`src/rtl/if_id_hazard_ctrl_if.sv`:
```
// Signal bundle between the IF/ID sequencing controller and the pipeline.
// The master drives the hazard and fetch inputs. The slave is the controller,
// which returns the stage enables, the FSM state and the statistics.
interface if_id_hazard_ctrl_if #(
   parameter int CNT_W = 16
);
   logic [5:0]       id_opcode;
   logic [4:0]       id_rs;
   logic [4:0]       id_rt;
   logic             idex_mem_read;
   logic [4:0]       idex_rt;
   logic             branch_taken;
   logic             jump;
   logic             imem_ready;

   logic             pc_write;
   logic             if_id_write;
   logic             if_id_flush;
   logic             id_ex_bubble;
   logic [1:0]       state;
   logic             imem_timeout;
   logic [CNT_W-1:0] stall_cnt;
   logic [CNT_W-1:0] flush_cnt;

   modport master (
      output id_opcode, id_rs, id_rt, idex_mem_read, idex_rt,
             branch_taken, jump, imem_ready,
      input  pc_write, if_id_write, if_id_flush, id_ex_bubble,
             state, imem_timeout, stall_cnt, flush_cnt
   );

   modport slave (
      input  id_opcode, id_rs, id_rt, idex_mem_read, idex_rt,
             branch_taken, jump, imem_ready,
      output pc_write, if_id_write, if_id_flush, id_ex_bubble,
             state, imem_timeout, stall_cnt, flush_cnt
   );
endinterface

```
`src/rtl/if_id_hazard_ctrl.sv`:
```
// IF/ID and PC sequencing controller: load-use stalls, redirect flush window,
// instruction-memory wait with sticky timeout, and saturating statistics.
//
//   state        | meaning
//   -------------+--------------------------------------------------------
//   ST_RUN       | normal fetch; load-use stalls are single-cycle here
//   ST_REDIRECT  | flushing IF/ID for the remainder of the redirect window
//   ST_IMEM_WAIT | fetch frozen until instruction memory returns data
module if_id_hazard_ctrl #(
   parameter int FLUSH_CYCLES = 1,
   parameter int MAX_WAIT     = 15,
   parameter int CNT_W        = 16
) (
   input logic                  clk,
   input logic                  rst_n,
   if_id_hazard_ctrl_if.slave   ctrl_if
);

   typedef enum logic [1:0] {
      ST_RUN       = 2'd0,
      ST_REDIRECT  = 2'd1,
      ST_IMEM_WAIT = 2'd2
   } state_t;

   localparam logic [2:0] FLUSH_RELOAD = 3'(FLUSH_CYCLES - 1);
   localparam logic [7:0] WAIT_LIMIT   = 8'(MAX_WAIT);

   state_t           state_q, state_d;
   logic [2:0]       flush_rem_q, flush_rem_d;
   logic [7:0]       wait_cnt_q, wait_cnt_d;
   logic             timeout_q, timeout_d;
   logic [CNT_W-1:0] stall_cnt_q, stall_cnt_d;
   logic [CNT_W-1:0] flush_cnt_q, flush_cnt_d;

   logic uses_rt;
   logic load_use;
   logic redirect;
   logic pc_write, if_id_write, if_id_flush, id_ex_bubble;

   assign uses_rt = (ctrl_if.id_opcode == 6'h00) | (ctrl_if.id_opcode == 6'h04) |
                    (ctrl_if.id_opcode == 6'h05) | (ctrl_if.id_opcode == 6'h2B);

   // Register 0 is hard-wired, so a load targeting it never creates a hazard.
   assign load_use = ctrl_if.idex_mem_read & (ctrl_if.idex_rt != 5'd0) &
                     ((ctrl_if.idex_rt == ctrl_if.id_rs) |
                      (uses_rt & (ctrl_if.idex_rt == ctrl_if.id_rt)));

   assign redirect = ctrl_if.branch_taken | ctrl_if.jump;

   // Control outputs and next state; priority is redirect, imem wait, load-use.
   always_comb begin
      pc_write     = 1'b1;
      if_id_write  = 1'b1;
      if_id_flush  = 1'b0;
      id_ex_bubble = 1'b0;
      state_d      = state_q;
      flush_rem_d  = flush_rem_q;
      wait_cnt_d   = wait_cnt_q;
      timeout_d    = timeout_q;

      case (state_q)
         ST_RUN, ST_IMEM_WAIT: begin
            if (redirect) begin
               if_id_flush  = 1'b1;
               id_ex_bubble = ctrl_if.branch_taken;
               wait_cnt_d   = 8'd0;
               if (FLUSH_CYCLES > 1) begin
                  state_d     = ST_REDIRECT;
                  flush_rem_d = FLUSH_RELOAD;
               end else begin
                  state_d     = ST_RUN;
               end
            end else if (!ctrl_if.imem_ready) begin
               pc_write     = 1'b0;
               if_id_write  = 1'b0;
               id_ex_bubble = 1'b1;
               state_d      = ST_IMEM_WAIT;
               if (state_q == ST_RUN) begin
                  wait_cnt_d = 8'd1;
               end else if (wait_cnt_q != 8'hFF) begin
                  wait_cnt_d = wait_cnt_q + 8'd1;
               end
               if (wait_cnt_d >= WAIT_LIMIT) begin
                  timeout_d = 1'b1;
               end
            end else begin
               state_d    = ST_RUN;
               wait_cnt_d = 8'd0;
               if (load_use) begin
                  pc_write     = 1'b0;
                  if_id_write  = 1'b0;
                  id_ex_bubble = 1'b1;
               end
            end
         end
         ST_REDIRECT: begin
            pc_write    = ctrl_if.imem_ready;
            if_id_flush = 1'b1;
            if (redirect) begin
               pc_write    = 1'b1;
               flush_rem_d = FLUSH_RELOAD;
            end else if (ctrl_if.imem_ready) begin
               // The window only advances on cycles that actually fetched.
               if (flush_rem_q <= 3'd1) begin
                  flush_rem_d = 3'd0;
                  state_d     = ST_RUN;
               end else begin
                  flush_rem_d = flush_rem_q - 3'd1;
               end
            end
         end
         default: begin
            state_d = ST_RUN;
         end
      endcase

      // Hold the pipeline quiet while reset is asserted.
      if (!rst_n) begin
         pc_write     = 1'b0;
         if_id_write  = 1'b0;
         if_id_flush  = 1'b1;
         id_ex_bubble = 1'b1;
      end
   end

   // Saturating statistics driven by the final control outputs.
   always_comb begin
      stall_cnt_d = stall_cnt_q;
      flush_cnt_d = flush_cnt_q;
      if (!pc_write && (stall_cnt_q != {CNT_W{1'b1}})) begin
         stall_cnt_d = stall_cnt_q + 1'b1;
      end
      if (if_id_flush && (flush_cnt_q != {CNT_W{1'b1}})) begin
         flush_cnt_d = flush_cnt_q + 1'b1;
      end
   end

   // State, window/wait counters, sticky timeout and statistics registers.
   always_ff @(posedge clk) begin
      if (!rst_n) begin
         state_q     <= ST_RUN;
         flush_rem_q <= 3'd0;
         wait_cnt_q  <= 8'd0;
         timeout_q   <= 1'b0;
         stall_cnt_q <= '0;
         flush_cnt_q <= '0;
      end else begin
         state_q     <= state_d;
         flush_rem_q <= flush_rem_d;
         wait_cnt_q  <= wait_cnt_d;
         timeout_q   <= timeout_d;
         stall_cnt_q <= stall_cnt_d;
         flush_cnt_q <= flush_cnt_d;
      end
   end

   assign ctrl_if.pc_write     = pc_write;
   assign ctrl_if.if_id_write  = if_id_write;
   assign ctrl_if.if_id_flush  = if_id_flush;
   assign ctrl_if.id_ex_bubble = id_ex_bubble;
   assign ctrl_if.state        = state_q;
   assign ctrl_if.imem_timeout = timeout_q;
   assign ctrl_if.stall_cnt    = stall_cnt_q;
   assign ctrl_if.flush_cnt    = flush_cnt_q;

endmodule
```
`src/flat_wrapper.sv`:
```
// flat-port wrapper written by rule: the top's interface ports become plain ports
module if_id_hazard_ctrl_flat 
#(
   parameter int FLUSH_CYCLES = 1,
   parameter int MAX_WAIT     = 15,
   parameter int CNT_W        = 16
)
  (clk, rst_n, ctrl_if_id_opcode, ctrl_if_id_rs, ctrl_if_id_rt, ctrl_if_idex_mem_read, ctrl_if_idex_rt, ctrl_if_branch_taken, ctrl_if_jump, ctrl_if_imem_ready, ctrl_if_pc_write, ctrl_if_if_id_write, ctrl_if_if_id_flush, ctrl_if_id_ex_bubble, ctrl_if_state, ctrl_if_imem_timeout, ctrl_if_stall_cnt, ctrl_if_flush_cnt);
  if_id_hazard_ctrl_if #(.CNT_W(CNT_W)) ctrl_if_i ();
  input logic clk;
  input logic rst_n;
  input wire logic [$bits(ctrl_if_i.id_opcode)-1:0] ctrl_if_id_opcode;
  input wire logic [$bits(ctrl_if_i.id_rs)-1:0] ctrl_if_id_rs;
  input wire logic [$bits(ctrl_if_i.id_rt)-1:0] ctrl_if_id_rt;
  input wire logic [$bits(ctrl_if_i.idex_mem_read)-1:0] ctrl_if_idex_mem_read;
  input wire logic [$bits(ctrl_if_i.idex_rt)-1:0] ctrl_if_idex_rt;
  input wire logic [$bits(ctrl_if_i.branch_taken)-1:0] ctrl_if_branch_taken;
  input wire logic [$bits(ctrl_if_i.jump)-1:0] ctrl_if_jump;
  input wire logic [$bits(ctrl_if_i.imem_ready)-1:0] ctrl_if_imem_ready;
  output wire logic [$bits(ctrl_if_i.pc_write)-1:0] ctrl_if_pc_write;
  output wire logic [$bits(ctrl_if_i.if_id_write)-1:0] ctrl_if_if_id_write;
  output wire logic [$bits(ctrl_if_i.if_id_flush)-1:0] ctrl_if_if_id_flush;
  output wire logic [$bits(ctrl_if_i.id_ex_bubble)-1:0] ctrl_if_id_ex_bubble;
  output wire logic [$bits(ctrl_if_i.state)-1:0] ctrl_if_state;
  output wire logic [$bits(ctrl_if_i.imem_timeout)-1:0] ctrl_if_imem_timeout;
  output wire logic [$bits(ctrl_if_i.stall_cnt)-1:0] ctrl_if_stall_cnt;
  output wire logic [$bits(ctrl_if_i.flush_cnt)-1:0] ctrl_if_flush_cnt;
  assign ctrl_if_i.id_opcode = ctrl_if_id_opcode;
  assign ctrl_if_i.id_rs = ctrl_if_id_rs;
  assign ctrl_if_i.id_rt = ctrl_if_id_rt;
  assign ctrl_if_i.idex_mem_read = ctrl_if_idex_mem_read;
  assign ctrl_if_i.idex_rt = ctrl_if_idex_rt;
  assign ctrl_if_i.branch_taken = ctrl_if_branch_taken;
  assign ctrl_if_i.jump = ctrl_if_jump;
  assign ctrl_if_i.imem_ready = ctrl_if_imem_ready;
  assign ctrl_if_pc_write = ctrl_if_i.pc_write;
  assign ctrl_if_if_id_write = ctrl_if_i.if_id_write;
  assign ctrl_if_if_id_flush = ctrl_if_i.if_id_flush;
  assign ctrl_if_id_ex_bubble = ctrl_if_i.id_ex_bubble;
  assign ctrl_if_state = ctrl_if_i.state;
  assign ctrl_if_imem_timeout = ctrl_if_i.imem_timeout;
  assign ctrl_if_stall_cnt = ctrl_if_i.stall_cnt;
  assign ctrl_if_flush_cnt = ctrl_if_i.flush_cnt;
  if_id_hazard_ctrl #(.FLUSH_CYCLES(FLUSH_CYCLES), .MAX_WAIT(MAX_WAIT), .CNT_W(CNT_W)) u_core (.clk(clk), .rst_n(rst_n), .ctrl_if(ctrl_if_i));
endmodule
```
`config.mk`:
```
export PLATFORM = sky130hd
export DESIGN_NAME = if_id_hazard_ctrl_flat
export DESIGN_NICKNAME = d
export VERILOG_FILES = /design/src/rtl/if_id_hazard_ctrl_if.sv /design/src/rtl/if_id_hazard_ctrl.sv /design/src/flat_wrapper.sv
export SDC_FILE = /design/constraint.sdc
export NUM_CORES = 1
export LEC_CHECK = 0
export CAP_MARGIN = 10
export CORE_ASPECT_RATIO = 2
export CORE_UTILIZATION = 46
export DETAILED_ROUTE_END_ITERATION = 16
export MAX_ROUTING_LAYER = met4
export PLACE_DENSITY = 0.79
export SLEW_MARGIN = 25
export SYNTH_ARGS = -nofsm -noshare
export SYNTH_HDL_FRONTEND = slang
export SYNTH_SLANG_ARGS = --single-unit
```
`constraint.sdc`:
```
create_clock -name clk -period 2.9 [get_ports clk]
set_clock_uncertainty 0.05 [all_clocks]
set_input_delay 0.58 -clock clk [delete_from_list [all_inputs] [get_ports clk]]
set_output_delay 0.58 -clock clk [all_outputs]
set_load 0.01 [all_outputs]
```
=== After elaboration in Yosys (flattened, before gate mapping) ===
Cells that the tools add are included.

* Word-level logic and storage cells: 78
* Output and inout bits: 39
* Flip-flop bits (word level): 46

* Reduce and logical (&&, ||, !) cells: 11
* Magnitude comparators: 2
* Bitwise gates (word level): 10
* Multiplexer cells: 32
* $add $sub $neg: 4
* Equal/unequal tests: 13

{| class="wikitable"
|+ Operators by type and width
! kind !! count
|-
| $mux W8 || 7
|-
| $add A16 B1 Y16 const B || 2
|-
| $ne A16 B16 Y1 const B || 2
|-
| $mux W1 || 14
|-
| $eq A6 B3 Y1 const B || 2
|-
| $eq A5 B5 Y1 || 2
|-
| $mux W2 || 5
|-
| $mux W3 || 3
|-
| $add A8 B1 Y8 const B || 1
|-
| $ge A8 B4 Y1 const B || 1
|-
| $ne A8 B8 Y1 const B || 1
|-
| $eq A6 B6 Y1 const B || 1
|-
| $logic_not A6 Y1 || 1
|-
| $or A1 B1 Y1 || 5
|-
| $reduce_bool A5 Y1 || 1
|-
| $ne A2 B2 Y1 const B || 2
|-
| $pmux W1 S2 || 2
|-
| $pmux W2 S2 || 1
|-
| $reduce_and A4 Y1 || 1
|-
| $and A1 B1 Y1 || 3
|-
| $le A3 B1 Y1 const B || 1
|-
| $reduce_and A3 Y1 || 1
|-
| $sub A3 B1 Y3 const B || 1
|-
| $eq A2 B1 Y1 const B || 1
|-
| other kinds (9) || 11
|}

=== Logic depth before layout (Yosys ltp) ===
* Depth after elaboration: 14
* Mapped depth: 9
* Depth with buffers taken out: 8

=== Worst setup path before layout ===
No wires, ideal clock.

* Path type: input-to-output
* From: input ctrl_if_id_opcode[1]
* To: output ctrl_if_pc_write
* Slack: 0.390 ns
* Required time: 2.270 ns
* Arrival: 1.880 ns
* Cell stages on the path: 5
* Buffers on the path: 1
* Cell sequence: or4_1 -> a2111o_1 -> nand2_1 -> a21oi_1 -> buf_4

* Word-level cells in the longest chain between the ends: 12
* Elaborated cells on any way between the ends: 15
* Those cells by class: eq/ne: 3; mux: 5; bitwise: 6; reduce/logical: 1

{| class="wikitable"
|+ RTL lines
! item !! RTL line !! RTL
|-
| start: declaration || flat_wrapper.sv:12 || <nowiki>input wire logic [$bits(ctrl_if_i.id_opcode)-1:0] ctrl_if_id_opcode;</nowiki>
|-
| $eq A6 B3 Y1 or $logic_not A6 Y1 (tied branches) || if_id_hazard_ctrl.sv:40 || <nowiki>assign uses_rt = (ctrl_if.id_opcode == 6'h00) | (ctrl_if.id_opcode == 6'h04) |</nowiki>
|-
| $or A1 B1 Y1 (2 in series) || if_id_hazard_ctrl.sv:40 ||
|-
| $or A1 B1 Y1 (*) || if_id_hazard_ctrl.sv:41 || <nowiki>(ctrl_if.id_opcode == 6'h05) | (ctrl_if.id_opcode == 6'h2B);</nowiki>
|-
| $and A1 B1 Y1 (*) || if_id_hazard_ctrl.sv:46 || <nowiki>(uses_rt & (ctrl_if.idex_rt == ctrl_if.id_rt)));</nowiki>
|-
| $or A1 B1 Y1 (*) || if_id_hazard_ctrl.sv:45 || <nowiki>((ctrl_if.idex_rt == ctrl_if.id_rs) |</nowiki>
|-
| $and A1 B1 Y1 (*) || if_id_hazard_ctrl.sv:44 || <nowiki>assign load_use = ctrl_if.idex_mem_read & (ctrl_if.idex_rt != 5'd0) &</nowiki>
|-
| $mux W1 (*) || if_id_hazard_ctrl.sv:89 || <nowiki>if (load_use) begin</nowiki>
|-
| $mux W1 (*) || if_id_hazard_ctrl.sv:73 || <nowiki>end else if (!ctrl_if.imem_ready) begin</nowiki>
|-
| $mux W1 (*) || if_id_hazard_ctrl.sv:63 || <nowiki>if (redirect) begin</nowiki>
|-
| $pmux W1 S2 (*) || if_id_hazard_ctrl.sv:61 || <nowiki>case (state_q)</nowiki>
|-
| $mux W1 (*) || if_id_hazard_ctrl.sv:118 || <nowiki>if (!rst_n) begin</nowiki>
|-
| end: declaration || flat_wrapper.sv:20 || <nowiki>output wire logic [$bits(ctrl_if_i.pc_write)-1:0] ctrl_if_pc_write;</nowiki>
|}

Every way passes the cells marked *; elsewhere a longest branch is shown, timed or not.

=== Worst setup path after layout ===
* From: input ctrl_if_idex_rt[0]
* To: output ctrl_if_id_ex_bubble

* Word-level cells in the longest chain between the ends: 9
* Elaborated cells on any way between the ends: 12
* Those cells by class: eq/ne: 2; mux: 5; bitwise: 4; reduce/logical: 1

{| class="wikitable"
|+ RTL lines
! item !! RTL line !! RTL
|-
| start: declaration || flat_wrapper.sv:16 || <nowiki>input wire logic [$bits(ctrl_if_i.idex_rt)-1:0] ctrl_if_idex_rt;</nowiki>
|-
| $eq A5 B5 Y1 || if_id_hazard_ctrl.sv:46 ||
|-
| $and A1 B1 Y1 || if_id_hazard_ctrl.sv:46 ||
|-
| $or A1 B1 Y1 || if_id_hazard_ctrl.sv:45 ||
|-
| $and A1 B1 Y1 (*) || if_id_hazard_ctrl.sv:44 ||
|-
| $mux W1 (*) || if_id_hazard_ctrl.sv:89 ||
|-
| $mux W1 (*) || if_id_hazard_ctrl.sv:73 ||
|-
| $mux W1 (*) || if_id_hazard_ctrl.sv:63 ||
|-
| $mux W1 (*) || if_id_hazard_ctrl.sv:61 ||
|-
| $mux W1 (*) || if_id_hazard_ctrl.sv:118 ||
|-
| end: declaration || flat_wrapper.sv:23 || <nowiki>output wire logic [$bits(ctrl_if_i.id_ex_bubble)-1:0] ctrl_if_id_ex_bubble;</nowiki>
|}

Marks and branches as above.

==> results_dict.tcl <==
set metrics [dict create \
    status "finished, final reports clean" \
    gp_congestion 0.8719 \
    htree_levels 2 \
    hp-class "register to register" \
    ir_drop_mv 0.4732 \
    post-route-period-util 0.9779 \
    crit_family "buffers and inverters" \
    cap_violations 0 \
    cp_slowest_cell "clkdlybuf4s50_1" \
    busiest_layer "met2" \
    relSlewSlack 0.6350 \
    clockBufferDepth 2 \
    finalHoldViolCount 0 \
    nFillCells 360 \
    path_buf_inv 2 \
    syn_area_sq_um 2123 \
    grtUsageMet1 0.2093 \
    dr.first_iter.drc_count 30 \
    critPathLaunchType "input port" \
    drtPass1Iterations 4 \
    netlist_instances 255 \
    drive_gt1_frac 0.09880 \
    pwr-share-seq 0.536 \
    postSynthNetCount 285 \
    power_density_nw_per_um2 369.5 \
    switching_power_mw 0.2716 \
    ys_types 40 \
    setup_viol 0 \
    die_area_sq_um 4908 \
    finalWorstPathRequiredPeriod_ns 2.836 \
    dp_hpwl_mm 4.088 \
    finalPower_mw 1.111 \
    synthFlopType "dfxtp_1" \
    synth_top_area_frac 0.3960 \
    tns_ns 0 \
    switching_share 0.2445 \
    io_buffers 64 \
    drt-total-wl_mm 5.294 \
    power_frac_clock 0.332 \
    synthTopCellsByArea "dfxtp_1 (40%), xnor2_1 (7.0%), nor2_1 (5.5%)" \
    synth_area_leader_cell "dfxtp_1" \
    crit_arrival_ns 2.21 \
    seq_area_frac_synth 0.3960 \
    syn_area_per_cell_sq_um 8.327 \
    cts.sinks 42 \
    grtUsageTotal 0.2306 \
    vias_per_cell 5.415 \
    wl_per_cell_microns 13.64 \
    cts_root_buf "clkbuf_8" \
    yosys_warnings 0 \
    path_max_fanout 3 \
    power_frac_comb 0.132 \
    synth_edf_count 0 \
    clk_pin_slew_worst_paths_ns 0.08 \
    p_leak_nw 1.084 \
    clkLatencyLatePin_ns 0.29 \
    grt_pass1_vias 1991 \
    end_kind "output port" \
    tritoncts "built" \
    slowest_delay_ns 0.46 \
    grtUsageMet2 0.4451 \
    worstSetupPathType "input port to output port" \
    die_h_microns 98.08 \
    antenna_found_initial 0 \
    nNetsFinal 363 \
    remaining_drc_errors 0 \
    rows 34 \
    start_util 0.4846 \
    core_region_area_sq_um 4382 \
    max_freq_mhz 352.6 \
    async_flop_share 0 \
    cp.required_ns 2.27 \
    use_met3 0.03271 \
    grt_max_degree 24 \
    diodes 0 \
    grt-ovfl-total 0 \
    synth-seq-cells 42 \
    cts_buffers 5 \
    pin_count 66 \
    drtAntennaViolNets 0 \
    worst_slew_pin_slew_ns 0.5428 \
    drv_slew 0 \
    grt_pass1_wl_mm 8.625 \
    syn_to_final_growth_pct 41.54 \
    critical_path.cell_chain "clkdlybuf4s50_1 -> xnor2_1 -> nand4_1 -> a2111o_1 -> nand2_2 -> a21oi_2 -> nand2b_1 -> buf_2" \
    intPower_mw 0.8390 \
    num_vias 2101 \
    die_w_microns 50.04 \
]
## Yosys cell counts (all sizes together), types with 2 or more instances
| cell | count |
|---|---|
| a21oi | 18 |
| and3 | 3 |
| and4 | 3 |
| buf | 4 |
| clkbuf | 4 |
| dfxtp | 42 |
| ha | 3 |
| inv | 6 |
| mux2i | 4 |
| nand2 | 18 |
| nand2b | 3 |
| nand3 | 16 |
| nand4 | 10 |
| nor2 | 31 |
| nor3 | 7 |
| o211ai | 3 |
| o21ai | 15 |
| o31a | 2 |
| o31ai | 3 |
| or3 | 13 |
| or4 | 6 |
| xnor2 | 17 |
| xor2 | 10 |
## stage by stage
| step | util | cells | worst slack, ns | hold WS, ns | cell area (sq um) |
|---|---|---|---|---|---|
| final | 0.6859 | 388 | 0.06416 | 0.4444 | 3005 |
| after global routing | 0.6859 | 388 | -0.04181 | 0.4879 | 3005 |
| after CTS | 0.6776 | 388 | -0.02720 | 0.4460 | 2969 |
| after detailed placement | 0.6613 | 380 | -0.4859 | 0.4344 | 2898 |
| after global placement | 0.6613 | 380 | -0.4452 | 0.4236 | 2898 |
| after floorplan | - | 255 | 0.3905 | 0.4102 | 2123 |
## repair_timing
item	CTS	global route
endpoints found under the hold margin	0	0
hold buffers	0	0
setup endpoints to repair	3	4
pin swaps	1	4
gates resized for setup	12	11
setup buffers	0	0
gates cloned	0	0
## worst register-to-register path, stage by stage, from the launching register on
cell      delay (ns)
dfxtp_1         0.38
ha_1            0.22
nand2_1         0.12
or3_1           0.51
nand2b_1        0.13
xnor2_1         0.12
nand2_1         0.09
or4_1           0.52
o211ai_1        0.10
## path summary, 6_finish.rpt
path                                                endpoint                    startpoint  slack [ns]  cells after the start
worst min register to register  u_core.ctrl_if.stall_cnt[12]  u_core.ctrl_if.stall_cnt[12]        0.44                      2
worst min-delay path            u_core.ctrl_if.stall_cnt[12]  u_core.ctrl_if.stall_cnt[12]        0.44                      2
worst max-delay path                    ctrl_if_id_ex_bubble            ctrl_if_idex_rt[0]        0.06                      8
worst max register to register   u_core.ctrl_if.imem_timeout          u_core.wait_cnt_q[1]        0.59                      8
## layout make-up
cell class | instances | area, sq um | area share
tap | 54 | 67.56 | 0.02248
inverter | 6 | 22.52 | 0.007494
clock buffer | 6 | 72.57 | 0.02415
timing repair buffer | 79 | 750.7 | 0.2498
clock inverter | 2 | 13.76 | 0.004580
sequential | 42 | 840.8 | 0.2798
multi-input combinational | 199 | 1237 | 0.4117
## sequential cells by signal (all words and copies together), names as in the netlist
name                         cells
u_core.ctrl_if.state             1
u_core.wait_cnt_q                8
u_core.ctrl_if.stall_cnt        16
u_core.ctrl_if.imem_timeout      1
u_core.ctrl_if.flush_cnt        16
## power groups by stage
stage	clock [mW]	combinational (mW)	sequential, mW
after floorplan	0	0.0597	0.611
after global placement	0	0.144	0.609
after detailed placement	0	0.146	0.609
after CTS	0.380	0.144	0.595
after global routing	0.403	0.159	0.597
final	0.368	0.147	0.595
## logic make-up after synthesis
| group | share of synthesized area |
|---|---|
| mux | 0.01886 |
| simple gates | 0.2893 |
| compound gates | 0.1326 |
| flops | 0.3960 |
| xor+xnor | 0.1114 |
| other cells | 0.001766 |
| buf+inv | 0.03240 |
| fa+ha+maj | 0.01768 |
## cells in the final DEF (no fill, tap or decap), types with 2 or more instances in the layout
cell             instances
nor3_1                   7
nand4_1                 10
nand2b_1                 3
o21ai_0                 15
inv_1                    6
xor2_1                  10
o31ai_1                  3
clkbuf_8                 5
mux2i_1                  4
or3_1                   13
clkdlybuf4s50_1         56
buf_2                    3
o31a_1                   2
dfxtp_1                 42
and3_1                   3
or4_1                    5
o211ai_1                 3
nor2_1                  31
buf_4                   15
a21oi_1                 17
and4_1                   3
ha_1                     3
dlymetal6s2s_1           5
nand3_1                 16
nand2_1                 16
xnor2_1                 17
## metal layers
layer / part of all wire / vias to the layer above
li1: - / 1065
met2: 0.59 / 37
met5: 0 / -
met3: 0.019 / 11
met4: 0.025 / 0
met1: 0.36 / 988
No activity file was read; power rests on OpenSTA's default activity.
